<file path="src/rtl/serial_add_pkg.sv">
// Shared types for the serial-add scheduler.
//   sched_state_t : scheduler FSM states
//   req_id_t      : requester identifier (one bit, two requesters)
//   REQ0 / REQ1   : requester identifier constants
package serial_add_pkg;

  typedef enum logic [1:0] {
    ST_IDLE  = 2'd0,
    ST_SHIFT = 2'd1,
    ST_DONE  = 2'd2
  } sched_state_t;

  typedef logic req_id_t;

  localparam req_id_t REQ0 = 1'b0;
  localparam req_id_t REQ1 = 1'b1;

endpackage

</file>
<file path="src/rtl/full_adder_1b.sv">
// One-bit full adder; the shared bit cell of the serial adder engine.
//   a_i, b_i : operand bits
//   c_i      : carry in
//   s_o      : sum bit
//   c_o      : carry out (majority of the three inputs)
module full_adder_1b (
  input  logic a_i,
  input  logic b_i,
  input  logic c_i,
  output logic s_o,
  output logic c_o
);

  assign s_o = a_i ^ b_i ^ c_i;
  assign c_o = (a_i & b_i) | (a_i & c_i) | (b_i & c_i);

endmodule

</file>
<file path="src/rtl/serial_add_sched.sv">
// Round-robin scheduler for one shared LSB-first bit-serial adder.
// Two requesters offer {A, B, carry-in} on valid/ready; the winner's operands
// are captured, added over W clocks, and the sum/carry-out is returned tagged
// with the requester ID on a valid/ready result channel.
//   CLK_i, rst_i                 : clock, async active-high reset
//   reqN_valid_i / reqN_ready_o  : requester N handshake
//   reqN_A_i, reqN_B_i, reqN_P_i : requester N operands and carry-in
//   res_valid_o / res_ready_i    : result handshake
//   res_id_o                     : requester owning the result
//   S_o, C_o, full_add           : sum, carry-out, {C_o, S_o}
module serial_add_sched
  import serial_add_pkg::*;
#(
  parameter int W = 16
) (
  input  logic         CLK_i,
  input  logic         rst_i,
  input  logic         req0_valid_i,
  output logic         req0_ready_o,
  input  logic [W-1:0] req0_A_i,
  input  logic [W-1:0] req0_B_i,
  input  logic         req0_P_i,
  input  logic         req1_valid_i,
  output logic         req1_ready_o,
  input  logic [W-1:0] req1_A_i,
  input  logic [W-1:0] req1_B_i,
  input  logic         req1_P_i,
  output logic         res_valid_o,
  input  logic         res_ready_i,
  output logic         res_id_o,
  output logic [W-1:0] S_o,
  output logic         C_o,
  output logic [W:0]   full_add
);

  localparam int CNT_W = $clog2(W);

  sched_state_t     state_q;
  logic [W-1:0]     a_q, b_q;
  logic [W-2:0]     sh_q;        // partial sum; the newest bit lives in sum_d
  logic             c_q;
  logic [CNT_W-1:0] cnt_q;
  req_id_t          id_q, last_grant_q, res_id_q;
  logic [W-1:0]     s_q;
  logic             co_q;
  logic             res_valid_q;

  logic             fa_s, fa_c;
  logic [W-1:0]     sum_d;
  req_id_t          grant;
  logic             grant_vld;
  logic             accept;

  full_adder_1b u_fa (
    .a_i (a_q[0]),
    .b_i (b_q[0]),
    .c_i (c_q),
    .s_o (fa_s),
    .c_o (fa_c)
  );

  // New sum bit enters at the MSB; after W shifts the register holds the sum.
  assign sum_d = {fa_s, sh_q};

  // Round-robin: on a tie the requester that did not win last time is chosen.
  always_comb begin
    grant     = REQ0;
    grant_vld = 1'b0;
    if (req0_valid_i && req1_valid_i) begin
      grant     = ~last_grant_q;
      grant_vld = 1'b1;
    end else if (req0_valid_i) begin
      grant     = REQ0;
      grant_vld = 1'b1;
    end else if (req1_valid_i) begin
      grant     = REQ1;
      grant_vld = 1'b1;
    end
  end

  // Ready is masked by reset so nothing looks accepted while reset is held.
  assign req0_ready_o = (state_q == ST_IDLE) && !rst_i && grant_vld && (grant == REQ0);
  assign req1_ready_o = (state_q == ST_IDLE) && !rst_i && grant_vld && (grant == REQ1);
  assign accept       = req0_ready_o || req1_ready_o;

  always_ff @(posedge CLK_i or posedge rst_i) begin
    if (rst_i) begin
      state_q      <= ST_IDLE;
      a_q          <= '0;
      b_q          <= '0;
      sh_q         <= '0;
      c_q          <= 1'b0;
      cnt_q        <= '0;
      id_q         <= REQ0;
      last_grant_q <= REQ1;
      res_id_q     <= REQ0;
      s_q          <= '0;
      co_q         <= 1'b0;
      res_valid_q  <= 1'b0;
    end else begin
      case (state_q)
        ST_IDLE: begin
          if (accept) begin
            a_q          <= (grant == REQ0) ? req0_A_i : req1_A_i;
            b_q          <= (grant == REQ0) ? req0_B_i : req1_B_i;
            c_q          <= (grant == REQ0) ? req0_P_i : req1_P_i;
            cnt_q        <= '0;
            id_q         <= grant;
            last_grant_q <= grant;
            state_q      <= ST_SHIFT;
          end
        end
        ST_SHIFT: begin
          a_q  <= {1'b0, a_q[W-1:1]};
          b_q  <= {1'b0, b_q[W-1:1]};
          c_q  <= fa_c;
          sh_q <= sum_d[W-1:1];
          if (cnt_q == CNT_W'(W - 1)) begin
            // Result registers change only here, so S_o never shows a partial sum.
            s_q         <= sum_d;
            co_q        <= fa_c;
            res_id_q    <= id_q;
            res_valid_q <= 1'b1;
            state_q     <= ST_DONE;
          end else begin
            cnt_q <= cnt_q + CNT_W'(1);
          end
        end
        ST_DONE: begin
          if (res_ready_i) begin
            res_valid_q <= 1'b0;
            state_q     <= ST_IDLE;
          end
        end
        default: state_q <= ST_IDLE;
      endcase
    end
  end

  assign res_valid_o = res_valid_q;
  assign res_id_o    = res_id_q;
  assign S_o         = s_q;
  assign C_o         = co_q;
  assign full_add    = {co_q, s_q};

endmodule

</file>
<file path="config.mk">
export PLATFORM = sky130hd
export DESIGN_NAME = serial_add_sched
export DESIGN_NICKNAME = d
export VERILOG_FILES = /design/src/rtl/serial_add_pkg.sv /design/src/rtl/full_adder_1b.sv /design/src/rtl/serial_add_sched.sv
export SDC_FILE = /design/constraint.sdc
export NUM_CORES = 1
export LEC_CHECK = 0
export BUFFER_PORTS_ARGS = -buffer_cell sky130_fd_sc_hd__buf_2
export CORE_ASPECT_RATIO = 0.5
export CORE_MARGIN = 4
export CORE_UTILIZATION = 54
export CTS_BUF_LIST = sky130_fd_sc_hd__clkbuf_8
export DETAILED_ROUTE_END_ITERATION = 10
export PLACE_DENSITY = 0.86
export SYNTH_ARGS = -nofsm -noshare
export SYNTH_HDL_FRONTEND = slang
export SYNTH_SLANG_ARGS = --single-unit
</file>
<file path="constraint.sdc">
create_clock -name CLK_i -period 2.7 [get_ports CLK_i]
set_clock_uncertainty 0.05 [all_clocks]
set_input_delay 0.27 -clock CLK_i [delete_from_list [all_inputs] [get_ports CLK_i]]
set_output_delay 0.27 -clock CLK_i [all_outputs]
set_load 0.05 [all_outputs]
</file>
==> flow_summary.yaml <==
placement:
  place_congestion: 0.879
  hpwl_um: 6030
  io_buffers: 108
floorplanning:
  num_io_pins: 109
  die_h_um: 67.0
  die_w_um: 126
  die-area_um2: 8440
  rows: 21
  core-area_um2: 6730
  start_util_pct: 55.9
clock_network:
  htreeDepth: 3
  cts.repair.resized: 0
  clk_latency_ns: 0.37
  root_buffer: "clkbuf_8"
  cts_sinks: 75
  cts_buffers: 9
  clkSlewWorstSetupHoldPaths_ns: 0.07
  max-clock-path-buffers: 2
  cts_tree: "done"
synth:
  ys_ff_latch: 75
  ys_types: 36
  netlist_area_um2: 3760
  synthAdderAreaFrac_pct: 0.866
  synth.net_count: 461
  synth_compound_gate_area_share_pct: 9.39
  synthSimpleGateAreaFrac_pct: 25.3
  muxShareOfSynthArea_pct: 5.93
  ys_warn_count: 0
  syn_area_per_cell_um2: 9.69
  ys_seq_area_share_pct: 50.0
  syn_inst: 388
  synth_top_family_by_area: "simple AND/OR/NAND/NOR gates"
  synth_xor_area_share_pct: 0
sta:
  period_share_pct: 80.9
  holdWs_ns: 0.0758
  relSlewSlack_pct: 52.4
  slew_violations: 0
  final.setup.tns_ns: 0
  worst_pin_slew_ns: 0.713
  period_needed_ns: 2.19
  finalHoldViolCount: 0
  rsz0062_at_grt: "false"
  setup_viol: 0
  fmax_ghz: 0.458
pwr:
  clkPwrFrac_pct: 17.6
  netSwitchingFraction_pct: 45.9
  pwr-share-comb_pct: 43.3
  p_sw_mw: 2.15
  p_int_mw: 2.53
  vdd_drop_max_v: 0.000340
  leakagePower_nw: 2.23
  seqPwrFrac_pct: 39.2
  cellPowerDensity_nw_per_um2: 1060
worst_hold_path:
  hold_class: "in -> reg"
drt:
  via_per_inst: 5.84
  detail_route.wl_per_cell_um: 16.0
  drtPass1Iterations: 5
  antenna_left: 0
  drt-initial-drc-count: 305
  drc: 0
  wirelength_um: 8970
  vias: 3284
global_routing:
  grt_pass1_wl_um: 14500
  grt_max_degree: 50
  antenna_found_initial: 0
  overflow: 0
  grtUsageTotal_pct: 21.8
  first_global_vias: 3022
flow_run:
  drv_cap: 0
finish:
  layout-drive-gt1-share_pct: 34.5
  fillers: 568
  diodes: 0
  fin_nets: 538
  area_growth_pct: 17.4
worst_setup_path:
  cp_max_fo: 18
  start_kind: "input pin"
  endpoint_kind: "output port"
  crit_type: "in -> out"
  cp.arrival_ns: 1.87
  required_ns: 2.38
run_status:
  status: "finished clean"
[metrics by stage]
| step | cells | total power [mW] | util [%] | setup WS, ns | cell area, um^2 |
|---|---|---|---|---|---|
| floorplan | 388 | 3.49 | - | 0.472 | 3760 |
| global placement | 545 | 3.81 | 62.7 | 0.895 | 4220 |
| detailed placement | 545 | 3.88 | 62.7 | 0.858 | 4220 |
| CTS | 562 | 4.70 | 65.6 | 0.528 | 4410 |
| global route | 562 | 4.97 | 65.6 | 0.400 | 4410 |
| finish | 562 | 4.67 | 65.6 | 0.514 | 4410 |
[placed cells by master, fill, tap and decap left out, types with 3 or more instances in the layout]
cell type  netlist  final
buf_2           16    108
nand2_1         76     76
dfrtp_1         74     74
nand4_1         61     61
nand3_1         35     35
o211ai_1        31     31
mux2_2          18     18
clkbuf_8         0     11
buf_4           22      9
and3_1           4      4
a21o_1           3      3
[power groups by stage]
| stage | clock (mW) | combinational (mW) | sequential (mW) |
|---|---|---|---|
| global route | 0.893 | 2.18 | 1.89 |
| finish | 0.822 | 2.02 | 1.83 |
| global placement | 0 | 1.98 | 1.83 |
| floorplan | 0 | 1.37 | 2.13 |
| detailed placement | 0 | 2.03 | 1.85 |
| CTS | 0.836 | 2.03 | 1.83 |
[cells by family (layout without fill, tap and decap cells)]
group / after synthesis / after routing
and+or+nand+nor: 188 / 188
DFF: 75 / 75
buffers and inverters: 56 / 138
AOI/OAI and AO/OA: 47 / 47
muxes: 20 / 20
adders and majority gates: 2 / 2
[cells in the mapped netlist]
cell type | instances | share of area [%]
nand2_1 | 76 | 7.6
dfrtp_1 | 74 | 49
nand4_1 | 61 | 10
nand3_1 | 35 | 4.7
o211ai_1 | 31 | 6.2
buf_4 | 22 | 4.4
mux2_2 | 18 | 5.4
buf_2 | 16 | 2.1
clkbuf_1 | 14 | 1.4
and3_1 | 4 | 0.67
a21o_1 | 3 | 0.60
inv_1 | 3 | 0.30
nand2b_1 | 3 | 0.50
a221o_1 | 2 | 0.53
mux2i_1 | 2 | 0.53
nor3_1 | 2 | 0.27
o21ai_0 | 2 | 0.27
o22ai_1 | 2 | 0.33
a21boi_1 | 1 | 0.20
a32oi_1 | 1 | 0.23
and2_1 | 1 | 0.17
buf_6 | 1 | 0.30
dfstp_2 | 1 | 0.70
fa_1 | 1 | 0.53
ha_1 | 1 | 0.33
nand3b_1 | 1 | 0.20
nor2_1 | 1 | 0.10
nor2_8 | 1 | 0.53
nor2b_1 | 1 | 0.17
o21a_1 | 1 | 0.20
o21ai_1 | 1 | 0.13
o21ba_2 | 1 | 0.27
o21bai_1 | 1 | 0.20
o31a_1 | 1 | 0.23
or2_2 | 1 | 0.17
or3_1 | 1 | 0.17
[worst max-delay path, cell delays in order]
cell and delay [ns]:
dlygate4sd3_1 0.53, buf_2 0.15, nor3_2 0.14, buf_4 0.25, and3_1 0.24, buf_2 0.28
[cell type report]
class                   instances  area [um^2]  share of cell area [%]
multi-input cells             257         1580                    35.8
repair buffers                119          638                    14.5
clock buffers                  11          151                    3.43
flip-flops and latches         75         1880                    42.5
inverters                       3         12.5                   0.283
clock inverters                 5         37.5                   0.850
well taps                      92          115                    2.61
[flip-flops by register name (all words and copies together) (netlist names)]
register and flops:
C_o 1, S_o 16, a_q 16, b_q 16, c_q 1, cnt_q 4
id_q 1, last_grant_q 1, res_id_o 1, res_valid_o 1, sh_q 15, state_q 2
[final timing paths]
path	startpoint	cells past startpoint	to	slack (ns)
setup / recovery	rst_i	6	req0_ready_o	0.51
hold / removal	res_ready_i	2	state_q[1]$_DFFE_PP0P_	0.08
setup reg to reg	state_q[1]$_DFFE_PP0P_	3	S_o[5]$_DFFE_PP0P_	0.92
hold reg to reg	a_q[3]$_DFFE_PP0P_	2	a_q[2]$_DFFE_PP0P_	0.44
max in group asynchronous	rst_i	4	S_o[10]$_DFFE_PP0P_	1.48
min in group asynchronous	rst_i	3	b_q[10]$_DFFE_PP0P_	0.51
[routing by layer]
metal	part of all wire, %	wire (um)	vias to the layer above	GRT usage, %
met5	0	0	-	0
met4	1.5	138	0	7.62
met3	6.9	621	15	5.84
met2	48	4300	121	35.1
met1	44	3910	1591	28.9
li1	-	-	1557	-
[what timing repair did]
item | 4_1_cts | 5_1_grt
hold buffers | 1 | 0
setup endpoints to repair | 0 | 0
hold endpoints to repair | 35 | 0
setup buffers | 0 | 0
(Power assumes the default switching activity.)
